[src/rtl/lcd_cmd_sequencer.sv]
// HD44780-style 8-bit write-only LCD bus sequencer: power-up wait, fixed
// four-command init, then single-byte host writes with setup/enable/exec timing.
module lcd_cmd_sequencer #(
    parameter int PWRUP_CYCLES = 249999,
    parameter int SETUP_CYCLES = 2,
    parameter int E_CYCLES     = 12,
    parameter int CMD_CYCLES   = 2500,
    parameter int CLR_CYCLES   = 100000
) (
    input  logic       clk,
    input  logic       rstn,
    input  logic       wr_req,
    input  logic       wr_rs,
    input  logic [7:0] wr_data,
    output logic       wr_ready,
    output logic       init_done,
    output logic       lcd_rs,
    output logic       lcd_rw,
    output logic       lcd_en,
    output logic [7:0] lcd_data
);

    localparam logic [2:0] S_PWRUP  = 3'd0;
    localparam logic [2:0] S_SETUP  = 3'd1;
    localparam logic [2:0] S_E_HIGH = 3'd2;
    localparam logic [2:0] S_WAIT   = 3'd3;
    localparam logic [2:0] S_IDLE   = 3'd4;

    // Terminal counts: a state lasting N cycles leaves when the counter reads N-1.
    localparam logic [29:0] PWRUP_LAST = 30'(PWRUP_CYCLES - 1);
    localparam logic [29:0] SETUP_LAST = 30'(SETUP_CYCLES - 1);
    localparam logic [29:0] E_LAST     = 30'(E_CYCLES - 1);
    localparam logic [29:0] CMD_LAST   = 30'(CMD_CYCLES - 1);
    localparam logic [29:0] CLR_LAST   = 30'(CLR_CYCLES - 1);

    logic [2:0]  state;
    logic [29:0] cnt;
    logic [1:0]  init_idx;
    logic        slow_cmd;
    logic [29:0] wait_last;

    function automatic logic [7:0] init_rom(input logic [1:0] idx);
        case (idx)
            2'd0:    return 8'h38;
            2'd1:    return 8'h0C;
            2'd2:    return 8'h06;
            default: return 8'h01;
        endcase
    endfunction

    // Clear and home are the only commands needing the long execution wait.
    assign slow_cmd  = !lcd_rs && (lcd_data == 8'h01 || lcd_data == 8'h02);
    assign wait_last = slow_cmd ? CLR_LAST : CMD_LAST;

    assign lcd_rw   = 1'b0;
    assign lcd_en   = (state == S_E_HIGH);
    assign wr_ready = (state == S_IDLE);

    // NOTE: sequential state uses non-blocking assignments so every register
    // samples pre-edge values; the reset branch is asynchronous, active-low.
    always_ff @(posedge clk or negedge rstn) begin
        if (!rstn) begin
            state     <= S_PWRUP;
            cnt       <= '0;
            init_idx  <= '0;
            init_done <= 1'b0;
            lcd_rs    <= 1'b0;
            lcd_data  <= 8'h00;
        end else begin
            cnt <= cnt + 30'd1;
            case (state)
                S_PWRUP: begin
                    if (cnt == PWRUP_LAST) begin
                        state    <= S_SETUP;
                        cnt      <= '0;
                        lcd_rs   <= 1'b0;
                        lcd_data <= init_rom(init_idx);
                    end
                end
                S_SETUP: begin
                    if (cnt == SETUP_LAST) begin
                        state <= S_E_HIGH;
                        cnt   <= '0;
                    end
                end
                S_E_HIGH: begin
                    if (cnt == E_LAST) begin
                        state <= S_WAIT;
                        cnt   <= '0;
                    end
                end
                S_WAIT: begin
                    if (cnt == wait_last) begin
                        cnt <= '0;
                        if (init_done) begin
                            state <= S_IDLE;
                        end else if (init_idx == 2'd3) begin
                            state     <= S_IDLE;
                            init_done <= 1'b1;
                        end else begin
                            state    <= S_SETUP;
                            init_idx <= init_idx + 2'd1;
                            lcd_rs   <= 1'b0;
                            lcd_data <= init_rom(init_idx + 2'd1);
                        end
                    end
                end
                S_IDLE: begin
                    cnt <= '0;
                    if (wr_req) begin
                        state    <= S_SETUP;
                        lcd_rs   <= wr_rs;
                        lcd_data <= wr_data;
                    end
                end
                default: begin
                    state <= S_PWRUP;
                    cnt   <= '0;
                end
            endcase
        end
    end

endmodule

[config.mk]
export PLATFORM = sky130hd
export DESIGN_NAME = lcd_cmd_sequencer
export DESIGN_NICKNAME = d
export VERILOG_FILES = /design/src/rtl/lcd_cmd_sequencer.sv
export SDC_FILE = /design/constraint.sdc
export NUM_CORES = 1
export LEC_CHECK = 0
export CAP_MARGIN = 20
export CORE_ASPECT_RATIO = 0.75
export CORE_UTILIZATION = 55
export DETAILED_ROUTE_END_ITERATION = 6
export DONT_BUFFER_PORTS = 1
export PLACE_DENSITY_LB_ADDON = 0.1
export SLEW_MARGIN = 0
export SYNTH_ARGS = -nofsm -noshare
export SYNTH_HDL_FRONTEND = slang
export SYNTH_SLANG_ARGS = --single-unit
export TNS_END_PERCENT = 20
[constraint.sdc]
create_clock -name clk -period 2.91 [get_ports clk]
set_input_delay 0.582 -clock clk [delete_from_list [all_inputs] [get_ports clk]]
set_output_delay 0.582 -clock clk [all_outputs]
set_load 0.01 [all_outputs]
# ---- Word level (Yosys, flattened, before mapping)
# Index checks and enable logic that the tools add are counted.
dict set report op_classes {
  addsub 2
  multipliers 0
  div_mod_pow 0
  magnitude_cmp 0
  eq_ne 22
  shift 0
  muxes 30
  n_bitwise 2
  reduce_logical 11
}
# op n
set ops {}
lappend ops {{two-way mux 30 bit} 4}
lappend ops {{case mux 30 bit (4 select lines)} 1}
lappend ops {{two-way mux 8 bit} 5}
lappend ops {{case mux 6 bit (3 select lines)} 2}
lappend ops {{adder 30 x 1 -> 30 bit (second input constant)} 1}
lappend ops {{equality test 30 x 1 -> 1 bit (second input constant)} 1}
lappend ops {{equality test 30 x 17 -> 1 bit} 1}
lappend ops {{equality test 30 x 18 -> 1 bit (second input constant)} 1}
lappend ops {{equality test 30 x 4 -> 1 bit (second input constant)} 1}
lappend ops {{case mux 8 bit (3 select lines)} 1}
lappend ops {{two-way mux 3 bit} 7}
lappend ops {{two-way mux 17 bit} 1}
lappend ops {{case mux 3 bit (5 select lines)} 1}
lappend ops {{!= test 2 bit (second input constant)} 6}
lappend ops {{equality test 8 x 1 -> 1 bit (second input constant)} 1}
lappend ops {{equality test 8 x 2 -> 1 bit (second input constant)} 1}
lappend ops {{two-way mux 1 bit} 7}
lappend ops {{equality test 2 bit (second input constant)} 3}
lappend ops {{equality test 3 x 2 -> 1 bit (second input constant)} 2}
lappend ops {{AND reduction 6 bit} 1}
lappend ops {{AND reduction 5 bit} 1}
lappend ops {{equality test 2 x 1 -> 1 bit (second input constant)} 2}
lappend ops {{zero test 2 bit} 2}
lappend ops {{AND reduction 4 bit} 1}
lappend ops {{12 further kinds} 13}
dict set report totals {
  regBits 45
  latch_bits 0
  mem_bits_rw 0
  mem_bits_ro 0
  inputBits 12
  output_inout_bits 13
  wordCells 73
  mem_count 0
}

# ---- Longest topological paths before layout
dict set report logic_depth {
  word_depth 7
  mapped_depth 9
  depth_no_buf 8
}

# ---- Least setup slack after synthesis
# Ideal clock, no wire load.
dict set report synth_timing {
  path_kind {reg2reg}
  from {register cnt[0]}
  to {register init_idx[1]}
  setup_time_ns 0.125
  arrival_ns 1.939
  required_time_ns 2.785
  setup_slack_ns 0.846
  path_stages_with_launch 8
  n_path_buf 0
  period_less_slack_ns 2.064
  path_cell_list {dfrtp_1 > ha_1 > and2_1 > o21ai_0 > nor4_1 > nand4_1 > nor3_1 > mux2_2}
}
dict set report synth_via {
  elab_chain_cells 2
}
# element line
set synth_lines {}
lappend synth_lines {{start: declaration} 37} ;# logic [29:0] cnt;
lappend synth_lines {{start signal: assignment} 70} ;# cnt <= cnt + 30'd1;
lappend synth_lines {{equality test 30 x 17 -> 1 bit} 93} ;# if (cnt == wait_last) begin
lappend synth_lines {{AND reduction 4 bit (no line)} n/a}
lappend synth_lines {{end signal: assignment} 102} ;# init_idx <= init_idx + 2'd1;
lappend synth_lines {{end: declaration} 38} ;# logic [1:0] init_idx;
# Every way passes these cells.
# A chain may end at the register's enable or synchronous reset.

# ---- Worst setup path after layout
# Ends and elaborated chain as after synthesis.

==> summary.txt <==
Outcome
  • Status: completed

Floorplanning
  • Core area: around 4600 µm²
  • Row Count: 21
  • Initial Util: approximately three fifths
  • Die W: approximately 83 µm
  • Io pins: 25
  • Die Ht: approximately 62 µm
  • DIE AREA: between 5000 and 6000 µm²

Critical path
  • Critical Path Start Type: flip-flop
  • Reg2reg path depth: 7
  • Setup crit end kind: flip-flop
  • Critical path depth: 7
  • Critical path arrival: around 2700 ps
  • CP required: slightly above 3000 ps
  • Max stage delay on crit path: ~430 ps
  • Critical path fanouts, max: 6
  • Delay-heaviest family, CP: simple AND/OR/NAND/NOR gates
  • Critical path buffers and inverters: 0
  • Slowest cell on the critical path: dfrtp_1
  • R2r setup slk: between 400 and 500 ps
  • Crit Path Class: reg -> reg
  • Crit-path cells: ha_1 > and2_1 > o21ai_0 > nor4_1 > nand4_1 > nor3_1 > mux2_2

Yosys
  • Post-synthesis cell type count: 44
  • Avg Cell Area, Syn: 9.21 µm²
  • YS warnings: 0
  • Top FF cell, synth: dfrtp_1
  • Yosys reg bits: 45
  • Syn Inst Count: approximately 290
  • Asr flop ratio synth: 100%
  • Syn nets: 312
  • Seq/Total Area, Yosys: between 40% and 50%
  • Synth Cell Area: ~2700 µm²
  • Post-synth EDFFs: 0

CTS
  • CTS Buf Count: 5
  • Clock Path Buffers: 2
  • Clk slew on worst S/H paths: 90 ps
  • CTS Root Cell: clkbuf_8
  • Worst skew pair latency: about 300 ps
  • Clock sink count: between 40 and 50
  • CTS tree: built
  • Post-cts sizing count: 0
  • Number of H-tree levels: 2
  • Post-CTS Setup Bufs: 0

STA
  • Max-slew violations: 0
  • Setup-failing EPs final: 0
  • Max_slew headroom: 62.3%
  • Max Fclk: between 400 and 500 MHz
  • Tcrit/Tclk final: around 86%
  • Final min period: around 2500 ps
  • Final hold violations: 0
  • Worst-margin pin slew: between 500 and 600 ps
  • Skew final: 11.4 ps
  • Final WS setup: just over 400 ps
  • RSZ-0062 raised after global routing: false
  • Final setup TNS: 0 ps

Power and ir drop
  • Pleak: about 1.3 nW
  • Final Power: approximately 0.001 W
  • Peak VDD IR: between 0.2 and 0.3 mV
  • Cell Int Power: between 0.0007 and 0.0008 W
  • Pwr Density: about 360 nW/µm²
  • Gate power share: roughly 1.6%
  • Clock power share: between 30% and 40%
  • Sequential share of power: between 60% and 70%
  • Net Sw Power: roughly 0.00022 W
  • Switching part of the total: between 20 and 25%

Global route
  • Antenna violations before repair: 0
  • Grt total ovfl: 0
  • Vias in the first global route: approximately 1800
  • Global Route Usage Sum: about 23%
  • Pin count of the biggest net entering global routing: 46
  • First-pass GRT wire length: just under 9 mm

Detailed routing
  • DRC Markers: 0
  • Drt wl/cell: approximately 15 µm
  • DRT iter0 DRCs: about 170
  • Routed Antenna Nets: 0
  • Drt first pass iters: 4
  • WL final: between 5 and 6 mm
  • Via-per-instance ratio: approximately 5.8
  • Vias: 2016

Run
  • Max-Cap Viols: 0

Placement
  • Placed cell area: 2710 µm²
  • Routability cong.: 0.885
  • Post-detail-place hpwl: 3.85 mm
  • Input/output buffers: 0
  • Pre-CTS setup slack: about 430 ps

Finish
  • Fill count: about 400
  • Share of cells above drive strength 1: 9.22%
  • # diodes: 0
  • Area of the multi-input gates: between 1000 and 1500 µm²
  • Reg area: 1130 µm²
  • Synthesis-to-layout area growth: 5.56%
  • Most common cell after layout, fill and taps aside: nor2_1
  • Design Area, Final: around 2800 µm²
  • Most frequent cells in the layout: nor2_1, dfrtp_1, nand3_1
  • Fin nets: about 310

Worst hold path
  • Hold Path Class: in -> async
-- worst paths after layout --
check	from	to
min in group clk	wr_data[7]	lcd_data[7]$_DFFE_PN0P_
min reg2reg	cnt[0]$_DFF_PN0_	cnt[0]$_DFF_PN0_
max in group asynchronous	rstn	state[2]$_DFFE_PN0P_
min	rstn	cnt[25]$_DFF_PN0_
max	cnt[0]$_DFF_PN0_	init_idx[1]$_DFFE_PN0P_
max reg2reg	cnt[0]$_DFF_PN0_	init_idx[1]$_DFFE_PN0P_
-- timing repair --
item | 4_1_cts | 5_1_grt
hold buffers | 1 | 0
endpoints found under the setup margin | 0 | 0
endpoints found under the hold margin | 45 | 0
-- Yosys cell counts (all sizes together) (6+ instances only) --
| library cell | n | area, µm² |
|---|---|---|
| a21oi | 10 | 50.1 |
| nand2 | 17 | 63.8 |
| xor2 | 14 | 123 |
| buf | 7 | 55.1 |
| nand4 | 9 | 56.3 |
| ha | 9 | 113 |
| nor4 | 8 | 75.1 |
| nor2 | 51 | 199 |
| xnor2 | 17 | 149 |
| nand3 | 22 | 123 |
| mux2i | 6 | 60.1 |
| o22ai | 6 | 37.5 |
| inv | 15 | 56.3 |
| nor3 | 9 | 45.0 |
| o21ai | 9 | 45.0 |
| dfrtp | 45 | 1130 |
-- power by group through the flow --
stage / logic [W] / clock network (W) / registers, W
detailed placement: 0.000000692 / 0 / 0.000637
floorplan: 0.00000169 / 0 / 0.000637
CTS: 0.0000175 / 0.000396 / 0.000625
global placement: 0.000000692 / 0 / 0.000637
finish: 0.0000161 / 0.000380 / 0.000625
global route: 0.0000194 / 0.000423 / 0.000625
-- worst reg2reg max path: cells and delay by family (launching register included) --
family | cells | cell delay (ps)
simple gates | 4 | 1170
flops | 1 | 430
mux | 1 | 370
fa+ha+maj | 1 | 290
compound gates | 1 | 120
-- cell type report --
type,instances,share of cell area (%)
clock inverters,2,0.531
well taps,57,2.52
multi-input cells,219,50.3
clock buffers,6,2.57
repair buffers,6,2.30
inverters,15,1.99
flip-flops and latches,45,39.8
-- metal layers --
metal | wire [µm] | part of all wire [%] | vias to the layer above | global-route usage, %
li1 | - | - | 999 | -
met3 | 305 | 5.7 | 5 | 5.40
met5 | 0 | 0 | - | 0
met2 | 2090 | 39 | 58 | 27.2
met4 | 47 | 0.88 | 0 | 7.97
met1 | 2880 | 54 | 954 | 38.3
-- metrics by stage --
stage / util, % / hold WS, ps / instances
final: 61.9 / 103 / 350
after global placement: 59.4 / 287 / 341
after floorplan: - / 286 / 291
after detailed placement: 59.4 / 287 / 341
after CTS: 61.9 / 112 / 350
after global routing: 61.9 / 103 / 350
-- sequential cells by signal, indices dropped and copies added, names as in the netlist --
signal and cells:
lcd_rs 1, init_idx 2, lcd_data 8, init_done 1
cnt 30, state 3
-- kinds of logic (layout without fill, tap and decap cells) --
family / Yosys count / after routing / synth area share, %
AND/OR/NAND/NOR: 133 / 133 / 25.6
buffers and inverters: 27 / 29 / 4.90
flip-flops: 45 / 45 / 42.0
other: 1 / 1 / 0.140
AO/OA/AOI/OAI: 34 / 34 / 8.12
XOR/XNOR: 31 / 31 / 10.1
multiplexers: 11 / 11 / 4.90
adder cells (fa/ha/maj): 9 / 9 / 4.20
No activity file was read; power rests on OpenSTA's default activity.
